## src/rtl/demux_capture_pkg.sv

```systemverilog
// demux_capture_pkg: shared constants for the demux capture block (channel count, select width, default counter width)
package demux_capture_pkg;
    localparam int NUM_CH    = 8;
    localparam int SEL_W     = 3;
    localparam int DEF_CNT_W = 8;
endpackage

```

## src/rtl/demux_capture_if.sv

```systemverilog
// demux_capture_if: counter read port
//   rd_req   single-cycle read request (master -> slave)
//   rd_sel   channel to read, sampled with rd_req (master -> slave)
//   rd_data  count of the channel read (slave -> master)
//   rd_valid one-cycle strobe qualifying rd_data (slave -> master)
interface demux_capture_if
    import demux_capture_pkg::*;
#(
    parameter int CNT_W = DEF_CNT_W
);
    logic             rd_req;
    logic [SEL_W-1:0] rd_sel;
    logic [CNT_W-1:0] rd_data;
    logic             rd_valid;

    modport master (output rd_req, rd_sel, input rd_data, rd_valid);
    modport slave  (input rd_req, rd_sel, output rd_data, rd_valid);
endinterface

```

## src/rtl/demux_capture_chan.sv

```systemverilog
// capture_chan: one channel of the capture block -- synchroniser, rising-edge detect, event counter, sticky overflow
//   clk, rst  clock and asynchronous active-high reset
//   din       raw channel line, may be asynchronous to clk
//   clr       synchronous clear of cnt/ovf (synchroniser untouched)
//   rd_clr    read-clear of this channel
//   cnt, ovf  event count and sticky overflow flag
// DEMUX_CAPTURE_SATURATE_EN: when defined the counter holds at its maximum instead of wrapping.
module capture_chan
    import demux_capture_pkg::*;
#(
    parameter int CNT_W = DEF_CNT_W
) (
    input  logic             clk,
    input  logic             rst,
    input  logic             din,
    input  logic             clr,
    input  logic             rd_clr,
    output logic [CNT_W-1:0] cnt,
    output logic             ovf
);
`ifdef DEMUX_CAPTURE_SATURATE_EN
    localparam bit SAT = 1'b1;
`else
    localparam bit SAT = 1'b0;
`endif

    // sync[1:0] is the 2-flop synchroniser, sync[2] the edge-detect delay
    logic [2:0]       sync;
    logic             rise;
    logic             full;
    logic [CNT_W-1:0] inc_val;

    assign rise    = sync[1] & ~sync[2];
    assign full    = &cnt;
    assign inc_val = full ? (SAT ? cnt : '0) : cnt + CNT_W'(1);

    always_ff @(posedge clk or posedge rst)
        if (rst) sync <= '0;
        else     sync <= {sync[1:0], din};

    // clr beats read-clear beats increment; a read-clear with a coincident edge leaves 1
    always_ff @(posedge clk or posedge rst)
        if (rst) begin
            cnt <= '0;
            ovf <= 1'b0;
        end else if (clr) begin
            cnt <= '0;
            ovf <= 1'b0;
        end else if (rd_clr) begin
            cnt <= CNT_W'(rise);
            ovf <= 1'b0;
        end else if (rise) begin
            cnt <= inc_val;
            ovf <= ovf | full;
        end
endmodule

```

## src/rtl/demux_capture.sv

```systemverilog
// demux_capture: counts rising edges on the 8 outputs of an upstream 1:8 demux, with a registered read port
//   clk, rst  clock and asynchronous active-high reset
//   din       8 channel lines (asynchronous)
//   clr       synchronous clear of all counters and ovf flags
//   rd        read port (demux_capture_if.slave): rd_req/rd_sel in, rd_data/rd_valid one cycle later
//   ovf       per-channel sticky overflow flags
// Parameters: CNT_W counter width, RD_CLR=1 makes a read clear the channel read.
// DEMUX_CAPTURE_SATURATE_EN (in capture_chan): saturate instead of wrap on overflow.
module demux_capture
    import demux_capture_pkg::*;
#(
    parameter int CNT_W  = DEF_CNT_W,
    parameter bit RD_CLR = 1'b1
) (
    input  logic              clk,
    input  logic              rst,
    input  logic [NUM_CH-1:0] din,
    input  logic              clr,
    demux_capture_if.slave    rd,
    output logic [NUM_CH-1:0] ovf
);
    logic [CNT_W-1:0] cnt [NUM_CH];

    for (genvar i = 0; i < NUM_CH; i++) begin : g_ch
        capture_chan #(.CNT_W(CNT_W)) u_chan (
            .clk    (clk),
            .rst    (rst),
            .din    (din[i]),
            .clr    (clr),
            .rd_clr (RD_CLR && rd.rd_req && rd.rd_sel == SEL_W'(i)),
            .cnt    (cnt[i]),
            .ovf    (ovf[i])
        );
    end

    // cnt is sampled before this edge's update, so a read returns the pre-clear/pre-increment value
    always_ff @(posedge clk or posedge rst)
        if (rst) begin
            rd.rd_valid <= 1'b0;
            rd.rd_data  <= '0;
        end else begin
            rd.rd_valid <= rd.rd_req;
            if (rd.rd_req) rd.rd_data <= cnt[rd.rd_sel];
        end
endmodule

```

## src/flat_wrapper.sv

```systemverilog
// flat-port wrapper written by rule: the top's interface ports become plain ports
module demux_capture_flat import demux_capture_pkg::*;
#(
    parameter int CNT_W  = DEF_CNT_W,
    parameter bit RD_CLR = 1'b1
)
  (clk, rst, din, clr, ovf, rd_rd_req, rd_rd_sel, rd_rd_data, rd_rd_valid);
  demux_capture_if #(.CNT_W(CNT_W)) rd_i ();
  input  logic clk;
  input  logic rst;
  input  logic [NUM_CH-1:0] din;
  input  logic clr;
  output logic [NUM_CH-1:0] ovf;
  input wire logic [$bits(rd_i.rd_req)-1:0] rd_rd_req;
  input wire logic [$bits(rd_i.rd_sel)-1:0] rd_rd_sel;
  output wire logic [$bits(rd_i.rd_data)-1:0] rd_rd_data;
  output wire logic [$bits(rd_i.rd_valid)-1:0] rd_rd_valid;
  assign rd_i.rd_req = rd_rd_req;
  assign rd_i.rd_sel = rd_rd_sel;
  assign rd_rd_data = rd_i.rd_data;
  assign rd_rd_valid = rd_i.rd_valid;
  demux_capture #(.CNT_W(CNT_W), .RD_CLR(RD_CLR)) u_core (.clk(clk), .rst(rst), .din(din), .clr(clr), .rd(rd_i), .ovf(ovf));
endmodule
```

## config.mk

```make
export PLATFORM = sky130hd
export DESIGN_NAME = demux_capture_flat
export DESIGN_NICKNAME = d
export VERILOG_FILES = /design/src/rtl/demux_capture_pkg.sv /design/src/rtl/demux_capture_if.sv /design/src/rtl/demux_capture_chan.sv /design/src/rtl/demux_capture.sv /design/src/flat_wrapper.sv
export SDC_FILE = /design/constraint.sdc
export NUM_CORES = 1
export LEC_CHECK = 0
export ABC_CLOCK_PERIOD_IN_PS = 6500
export CORE_ASPECT_RATIO = 1.25
export CORE_UTILIZATION = 60
export CTS_CLUSTER_SIZE = 8
export DETAILED_ROUTE_END_ITERATION = 7
export PLACE_DENSITY = 0.8
export SLEW_MARGIN = 20
export SYNTH_ARGS = -nofsm -noshare
export SYNTH_HDL_FRONTEND = slang
export SYNTH_SLANG_ARGS = --single-unit
```

## constraint.sdc

```tcl
create_clock -name clk -period 6.5 [get_ports clk]
set_input_delay 1.625 -clock clk [delete_from_list [all_inputs] [get_ports clk]]
set_output_delay 1.625 -clock clk [all_outputs]
set_load 0.05 [all_outputs]
```

==> results.md <==
- Outcome: finished clean
- Post-CTS Setup Bufs: 0
- Commonest cells post-synth: dfrtp_1, nor2_1, a21oi_1
- Final Cycle Share: 56.5%
- Routability cong.: 0.910
- R2R Setup Slk: 4.73 ns
- Hold Crit Class: reg2reg
- Die Y-Extent: 107 um
- Startpoint Class: input pin
- Mean Syn Cell Area: 10.6 sq um
- GRT Total Usage: 25.9%
- Critical path, cell by cell: clkdlybuf4s50_1 -> and4bb_2 -> nor3_2 -> or4_1 -> a21oi_1
- Unrepaired setup endpoints after global routing: no
- Max Buffers Root-to-Sink: 2
- Drt drc: 0
- Critical-path top delay cell: clkdlybuf4s50_1
- Hold Path Origin: u_core.g_ch[2].u_chan.sync[0]
- Seq/Total Area, Yosys: 49.4%
- Layout area overhead: 9.47%
- Buffers on Ports: 31
- CP Data Arrival Time: 3.96 ns
- Critical-path maximum fanout: 25
- Routed WL per cell: 16.7 um
- Grt total ovfl: 0
- Slew Limit Fails: 0
- YS warnings: 0
- Synth Area in Adders: 1.88%
- Rows: 38
- Worst setup path end: u_core.g_ch[4].u_chan.cnt[5]
- VDD IR max: 0.125 mV
- Vias: 3874
- Seq cells post-synth: 105
- Ratio of cells with drive above 1 in the final layout: 9.07%
- CP startpoint: rd_rd_sel[2]
- Critical R2R Capture: u_core.g_ch[0].u_chan.cnt[7]
- Via/cell ratio: 6.07
- Crit path largest cell delay: 1.16 ns
- XOR/XNOR share of the synthesized area: 5.26%
- CTS H-tree lvls: 3
- Final Setup Violations: 0
- EDFF count, synth: 0
- Clock share of power: 34.6%
- Mapped Nets: 524
- P_sw: 0.293 mW
- Total Wirelength: 10700 um
- Post-placement worst setup slack: 2.44 ns
- Kind of critical path: in2reg
- Initial Util: 61.5%
- Cts hold-fix bufs: 0
- Layout Nets: 536
- Final worst slack: 2.83 ns
- Post-synth top area share: 49.4%
- Clock latency on the worst-skew pair: 0.37 ns
- Core area: 8650 sq um
- Slew @ Worst Pin: 1.04 ns
- Cell accounting for the most synthesized area: dfrtp_1
- Num CTS Buffers: 9
- Worst Setup End Kind: flip-flop
- Synth Area in Compound Gates: 10.4%
- Antenna Cells: 0
- Vias in the first global route: 3786
- Synth area leaders: dfrtp_1, mux4_2, xor2_1
- Cell Pwr Density: 208 nW/um^2
- Comb pwr share: 9.1%
- P_leak: 2.48 nW
- I/O pins: 32
- Highest clock rate: 0.272 GHz
- R2R depth: 4
- PnR Total Power: 1.21 mW
- Cts repair resizes: 0
- Largest net degree at the start of global routing: 63
- Post-route cell area: 5830 sq um
- Prevailing post-synth register cell: dfrtp_1
- Synthesized area: 5320 sq um
- Placed cell area: 5620 sq um
- Root buf cell: clkbuf_8
- Final Hold Vio Count: 0
- Hold WS: 0.353 ns
- Count leader, synth: dfrtp_1
- Initial antenna violation count: 0
- Critical Path RT: 6.79 ns
- DRT antenna net count: 0
- Crit path time final: 3.67 ns
- Reg clk slew, reported paths: 0.09 ns
- Net Sw Frac: 24.2%
- Die Span X: 86.3 um
- First-pass GRT wire length: 18400 um
- Slew headroom: 30.2%
- Pint: 0.919 mW
- Sequential share of power: 56.2%
- Max-capacitance violation count: 0
- Post-DP HPWL: 7670 um
- Clock skew: 0.0105 ns
- Post-Syn Instances: 501
- Die area: 9260 sq um
- R2R Path Start: u_core.g_ch[0].u_chan.sync[2]
- Synth Area in Simple Gates: 20.3%
- Ys async rst share: 100%
- Post-synthesis mux area share: 9.02%
- First drt pass iteration count: 4
- Synth cell types: 48
- CTS tree: built
- Total negative slack: 0 ns
- Num Clock Sinks: 105
- DRT iter0 DRCs: 254
- Combinational family with the most area after synthesis: simple AND/OR/NAND/NOR gates
[power by group through the flow]
stage / clock, mW / sequential [mW] / combinational (mW)
after global placement: 0 / 0.694 / 0.108
after detailed placement: 0 / 0.695 / 0.111
after global routing: 0.451 / 0.684 / 0.123
after floorplan: 0 / 0.706 / 0.0660
final: 0.420 / 0.682 / 0.111
after CTS: 0.429 / 0.682 / 0.112
[worst max-delay path, delay by kind of cell]
kind,cells,cell delay [ns]
compound gates,1,0.17
buf+inv,1,1.16
simple gates,3,1.02
[final cells by class]
cell class | instances | area, sq um
Timing Repair Buffer | 34 | 333
Multi-Input combinational cell | 359 | 2490
Clock buffer | 14 | 173
Clock inverter | 2 | 35.0
Sequential cell | 105 | 2630
Fill cell | 683 | 2830
Tap cell | 120 | 150
Inverter | 4 | 17.5
[logic make-up (layout without fill, tap and decap cells)]
logic type / count (synthesis) / count (layout)
AND/OR/NAND/NOR: 202 / 202
adder cells (fa/ha/maj): 8 / 8
buffers and inverters: 37 / 54
multiplexers: 28 / 28
flip-flops: 105 / 105
AO/OA/AOI/OAI: 89 / 89
XOR/XNOR: 32 / 32
[flip-flops by register name, indices dropped and copies added (netlist names)]
signal / count
u_core.rd.rd_data: 8
u_core.g_ch.u_chan.sync: 24
u_core.rd.rd_valid: 1
u_core.g_ch.u_chan.cnt: 64
u_core.g_ch.u_chan.ovf: 8
[cell usage in the layout, fill, tap and decap left out, types with 5 or more instances in the layout]
| cell | n |
|---|---|
| mux4_2 | 16 |
| xor2_1 | 28 |
| and3_1 | 14 |
| dfrtp_1 | 105 |
| a31oi_1 | 9 |
| or2_2 | 5 |
| o31ai_1 | 5 |
| and4_1 | 7 |
| or3_1 | 10 |
| nand2_1 | 32 |
| ha_1 | 8 |
| nor3_1 | 5 |
| nor2_1 | 59 |
| mux2i_1 | 12 |
| a21oi_1 | 36 |
| nand2b_1 | 6 |
| nand4_1 | 14 |
| and4b_1 | 5 |
| o21ai_0 | 17 |
| nor2b_1 | 9 |
| clkbuf_8 | 12 |
| nand3_1 | 22 |
| clkdlybuf4s50_1 | 31 |
[stage by stage]
stage / util [%] / cells
2_1_floorplan: - / 501
3_3_place_gp: 65.0 / 622
3_5_place_dp: 65.0 / 622
4_1_cts: 67.4 / 638
5_1_grt: 67.4 / 638
6_report: 67.4 / 638
[worst min path at each step]
stage,to,slack [ns],depth (start not counted)
CTS,u_core.g_ch[2].u_chan.sync[1],0.36,0
global placement,u_core.g_ch[6].u_chan.sync[1],0.33,0
floorplan,u_core.g_ch[0].u_chan.sync[1],0.33,0
finish,u_core.g_ch[2].u_chan.sync[1],0.35,0
global route,u_core.g_ch[6].u_chan.sync[1],0.36,0
detailed placement,u_core.g_ch[2].u_chan.sync[1],0.33,0
[per-layer routing]
layer / global-route usage (%) / wire (um) / share of wire [%] / vias up
met1: 34.7 / 4730 / 44 / 1914
met5: 0 / 0 / 0 / -
met2: 42.3 / 5300 / 50 / 104
met4: 10.6 / 220 / 2.1 / 0
met3: 3.99 / 436 / 4.1 / 22
li1: - / - / - / 1834
(Power assumes the default switching activity.)
==> RTL edit 1 (same settings) <==
Add a define of `DEMUX_CAPTURE_SATURATE_EN`.
--- a/src/rtl/demux_capture_chan.sv
+++ b/src/rtl/demux_capture_chan.sv
@@ -6,4 +6,6 @@
 //   cnt, ovf  event count and sticky overflow flag
 // DEMUX_CAPTURE_SATURATE_EN: when defined the counter holds at its maximum instead of wrapping.
+`define DEMUX_CAPTURE_SATURATE_EN
+
 module capture_chan
     import demux_capture_pkg::*;
Check against the original RTL: same outputs for any inputs over 4 cycles, from zero or initial values and one cycle with rst high; that may be too few to reach the edited logic, so the function may still have changed.
==> RTL edit 1 against the unedited design <==
Clock skew fell by 0.0030 ns; critical path depth unchanged; sequential cell count unchanged; register-to-register slack worse by 0.08 ns; non-clock buffer count unchanged; die area increased by 1.3%; setup slack better by 0.022 ns; sequential power is essentially flat; wire length rose by 8.9%; cell area grew 1.9%; power is 1.9% higher; synthesized area up 1.4%; critical path type unchanged.
==> RTL edit 1: results (changes against the unedited design) <==
Place
  – Final Wtd Congestion: 0.934 (was 0.910)
  – DP HPWL: 8360 um (was 7670 um)
  – Placed insts: 633 (was 622)

Yosys
  – Main area contributors after synthesis: dfrtp_1, mux4_2, nor2_1 (was dfrtp_1, mux4_2, xor2_1)
  – Post-synth cell types: 53 (was 48)
  – Register area share after synthesis: 0.487 (was 0.494)
  – Post-synthesis cell count: 510 (was 501)

Cells and area
  – Fill cells: 649 (was 683)
  – Post-layout nets: 547 (was 536)

Global route
  – Total GRT Usage: 0.274 (was 0.259)
  – Vias in the first global route: 4092 (was 3786)
  – Largest net degree at the start of global routing: 57 (was 63)

Critical path
  – Worst R2R Start: u_core.g_ch[5].u_chan.cnt[0]$_DFFE_PP0P_ (was u_core.g_ch[0].u_chan.sync[2]$_DFF_PP0_)
  – Worst Path Arrival: 3.95 ns (was 3.96 ns)
  – Reg2Reg Depth: 5 (was 4)
  – Worst R2R End: u_core.g_ch[5].u_chan.cnt[7]$_DFFE_PP0P_ (was u_core.g_ch[0].u_chan.cnt[7]$_DFFE_PP0P_)
  – Crit path capture: u_core.g_ch[3].u_chan.cnt[7]$_DFFE_PP0P_ (was u_core.g_ch[4].u_chan.cnt[5]$_DFFE_PP0P_)
  – Max FO, Critical Path: 18 (was 25)

Timing
  – Clk_skew: 0.00753 ns (was 0.0105 ns)

Routing
  – Final WL: 11600 um (was 10700 um)
  – Met1 WL: 4960 um (was 4730 um)
  – Metal2 WL: 5670 um (was 5300 um)
  – Pre-antenna DRT Iters: 5 (was 4)

Power and ir drop
  – Maximum VDD drop: 0.147 mV (was 0.125 mV)
  – Pleak: 2.41 nW (was 2.48 nW)

Outcome
  – Outcome: completed (unchanged)
## RTL edit 1: cell count changes in the layout (fill, tap and decap cells not counted), moves of 4 or more
cell	delta
nand3b_1	+4
xor2_1	-15
and3_1	-4
a41oi_1	+4
nand2_1	-8
o21ai_0	+4
a211oi_1	+4
clkinvlp_4	+4
inv_1	+4
o211ai_1	+12
## RTL edit 1: worst min-delay path by stage
stage	start	end	cells after the start
after CTS	u_core.g_ch[3].u_chan.sync[0]$_DFF_PP0_	u_core.g_ch[3].u_chan.sync[1]$_DFF_PP0_	0
final	u_core.g_ch[3].u_chan.sync[0]$_DFF_PP0_	u_core.g_ch[3].u_chan.sync[1]$_DFF_PP0_	0
after global routing	u_core.g_ch[4].u_chan.sync[0]$_DFF_PP0_	u_core.g_ch[4].u_chan.sync[1]$_DFF_PP0_	0
after floorplan	u_core.g_ch[0].u_chan.sync[0]$_DFF_PP0_	u_core.g_ch[0].u_chan.sync[1]$_DFF_PP0_	0
after detailed placement	u_core.g_ch[3].u_chan.sync[0]$_DFF_PP0_	u_core.g_ch[3].u_chan.sync[1]$_DFF_PP0_	0
after global placement	u_core.g_ch[6].u_chan.sync[0]$_DFF_PP0_	u_core.g_ch[6].u_chan.sync[1]$_DFF_PP0_	0
## RTL edit 1: layout make-up
class	instances	share of cell area
Multi-Input combinational cell	366	0.434
Tap cell	120	0.0253
Inverter	8	0.00548
Timing Repair Buffer	34	0.0560
Sequential cell	105	0.442
Clock buffer	9	0.0209
Clock inverter	7	0.0160
## RTL edit 1: power by group
part | internal (mW) | leakage [nW] | switching (mW)
Combinational | 0.0401 | 0.926 | 0.0683
Sequential | 0.669 | 1.39 | 0.0144
Clock | 0.216 | 0.0975 | 0.227
## RTL edit 1: critical path: stages
cell,delay (ns)
clkdlybuf4s50_1,0.88
and4b_4,0.46
or2_0,0.34
or4_1,0.56
o21ai_1,0.09
## RTL edit 1: routing by layer
| layer | GRT usage | vias to the layer above |
|---|---|---|
| met2 | 0.433 | 162 |
| met4 | 0.131 | 0 |
| met5 | 0 | - |
| met1 | 0.385 | 2118 |
| met3 | 0.0252 | 32 |
| li1 | - | 1923 |
## RTL edit 1: logic make-up after synthesis
family | Yosys count | share of synthesized area
flops | 105 | 0.487
mux | 32 | 0.0967
fa+ha+maj | 8 | 0.0185
compound gates | 114 | 0.137
xor+xnor | 20 | 0.0325
simple gates | 192 | 0.192
buf+inv | 39 | 0.0357
## RTL edit 1: per-stage QoR
step                      power (mW)  instance area (sq um)   util  worst slack (ns)
final                           1.23                   5940  0.682              2.85
after global routing            1.28                   5940  0.682              2.69
after CTS                       1.24                   5940  0.682              2.87
after detailed placement       0.805                   5720  0.657              2.48
after global placement         0.800                   5720  0.657              2.56
after floorplan                0.769                   5400      -              2.11
==> RTL edit 2 (same flow settings) <==
Made on the original files. Make the reset (`rst`) synchronous in 3 clocked blocks. Comments in the files are not updated.
--- a/src/rtl/demux_capture_chan.sv
+++ b/src/rtl/demux_capture_chan.sv
@@ -35,10 +35,10 @@
     assign inc_val = full ? (SAT ? cnt : '0) : cnt + CNT_W'(1);
 
-    always_ff @(posedge clk or posedge rst)
+    always_ff @(posedge clk)
         if (rst) sync <= '0;
         else     sync <= {sync[1:0], din};
 
     // clr beats read-clear beats increment; a read-clear with a coincident edge leaves 1
-    always_ff @(posedge clk or posedge rst)
+    always_ff @(posedge clk)
         if (rst) begin
             cnt <= '0;
--- a/src/rtl/demux_capture.sv
+++ b/src/rtl/demux_capture.sv
@@ -35,5 +35,5 @@
 
     // cnt is sampled before this edge's update, so a read returns the pre-clear/pre-increment value
-    always_ff @(posedge clk or posedge rst)
+    always_ff @(posedge clk)
         if (rst) begin
             rd.rd_valid <= 1'b0;
Function: differs if rst is asserted again (counterexample within 4 cycles, from zero or initial values and one cycle with rst high); with rst held inactive, the same outputs for 4 cycles.
==> RTL edit 2 against the unedited design <==
The flow now finishes with violations (design-rule violations); sequential cell count is the same; cell count shrank 1.3%; cell area shrank 5.2%; power grew 1.2%; synthesized area shrank 5.4%; wire length grew 6.5%; combinational power shrank 24%; setup slack gained 0.15 ns; critical path depth shrank 1; critical endpoint is now u_core.g_ch[2].u_chan.ovf$_SDFFE_PP0P_; largest cell class is now multi-input gates; largest power group unchanged; highest routed layer unchanged.
==> RTL edit 2: results (changes against the unedited design) <==
Cells and area
  – Clock buffers: 10 (was 14)
  – Count of multi-input gates: 367 (was 359)
  – Non-clk bufs: 33 (was 34)
  – Multi-input combinational area share: 0.487 (was 0.428)

Critical path
  – Worst Setup SP: rd_rd_req (was rd_rd_sel[2])
  – R2R setup slack: 4.95 ns (was 4.73 ns)
  – Worst R2R End: u_core.g_ch[2].u_chan.ovf$_SDFFE_PP0P_ (was u_core.g_ch[0].u_chan.cnt[7]$_DFFE_PP0P_)
  – Worst R2R Start: u_core.g_ch[2].u_chan.cnt[0]$_SDFFE_PP0P_ (was u_core.g_ch[0].u_chan.sync[2]$_DFF_PP0_)

Yosys
  – Avg Cell Area, Syn: 9.80 sq um (was 10.6 sq um)
  – Post-synth top area share: 0.417 (was 0.494)
  – Register area share after synthesis: 0.417 (was 0.494)
  – Main area contributors after synthesis: dfxtp_1, mux4_2, nor2b_1 (was dfrtp_1, mux4_2, xor2_1)
  – XOR/XNOR Fraction of Synth Area: 0.0139 (was 0.0526)
  – Commonest cells post-synth: dfxtp_1, o21ai_0, nor2b_1 (was dfrtp_1, nor2_1, a21oi_1)

Power and ir drop
  – Maximum VDD drop: 0.153 mV (was 0.125 mV)

Place
  – Placement-stage cell area: 5290 sq um (was 5620 sq um)
  – Pre-CTS WS: 2.63 ns (was 2.44 ns)
  – Placed insts: 615 (was 622)

Routing
  – # DRC: 6 (was 0)
  – WL per Instance: 18.0 um (was 16.7 um)
  – Detailed Route Iter0 Violations: 335 (was 254)

Global route
  – GR Layer Usage met3: 0.0643 (was 0.0399)
  – Total GRT Usage: 0.271 (was 0.259)

Timing
  – Worst setup margin: 2.98 ns (was 2.83 ns)
  – Min Hold Slack: 0.444 ns (was 0.353 ns)

Outcome
  – Failing checks: design-rule violations
  – Outcome: finished with violations (was completed)
RTL edit 2: cell count changes in the layout (fill, tap and decap cells not counted), moves of 18 or more:
cell      before  now
a21oi_1       36   16
xor2_1        28    4
a211oi_1       2   20
dfxtp_1        0  105
nor2_1        59   24
dfrtp_1      105    0
RTL edit 2: logic make-up (layout without fill, tap and decap cells):
kind of cell / after synthesis / in the layout
adder cells (fa/ha/maj): 8 / 8
flip-flops: 105 / 105
AND/OR/NAND/NOR: 211 / 211
AO/OA/AOI/OAI: 116 / 116
multiplexers: 24 / 24
XOR/XNOR: 8 / 8
buffers and inverters: 42 / 61
RTL edit 2: how the worst min path moves through the flow:
| stage | endpoint | cells past startpoint | from |
|---|---|---|---|
| finish | u_core.g_ch[4].u_chan.sync[1]$_SDFF_PP0_ | 1 | u_core.g_ch[4].u_chan.sync[0]$_SDFF_PP0_ |
| floorplan | u_core.g_ch[0].u_chan.sync[1]$_SDFF_PP0_ | 1 | u_core.g_ch[0].u_chan.sync[0]$_SDFF_PP0_ |
| global placement | u_core.g_ch[3].u_chan.sync[1]$_SDFF_PP0_ | 1 | u_core.g_ch[3].u_chan.sync[0]$_SDFF_PP0_ |
| global route | u_core.g_ch[5].u_chan.sync[1]$_SDFF_PP0_ | 1 | u_core.g_ch[5].u_chan.sync[0]$_SDFF_PP0_ |
| detailed placement | u_core.g_ch[4].u_chan.sync[1]$_SDFF_PP0_ | 1 | u_core.g_ch[4].u_chan.sync[0]$_SDFF_PP0_ |
| CTS | u_core.g_ch[4].u_chan.sync[1]$_SDFF_PP0_ | 1 | u_core.g_ch[4].u_chan.sync[0]$_SDFF_PP0_ |
RTL edit 2: where the power goes:
group          internal (mW)  switching [mW]  total (mW)
clock network          0.264           0.217       0.481
registers              0.654         0.00840       0.662
logic                 0.0334          0.0507      0.0841
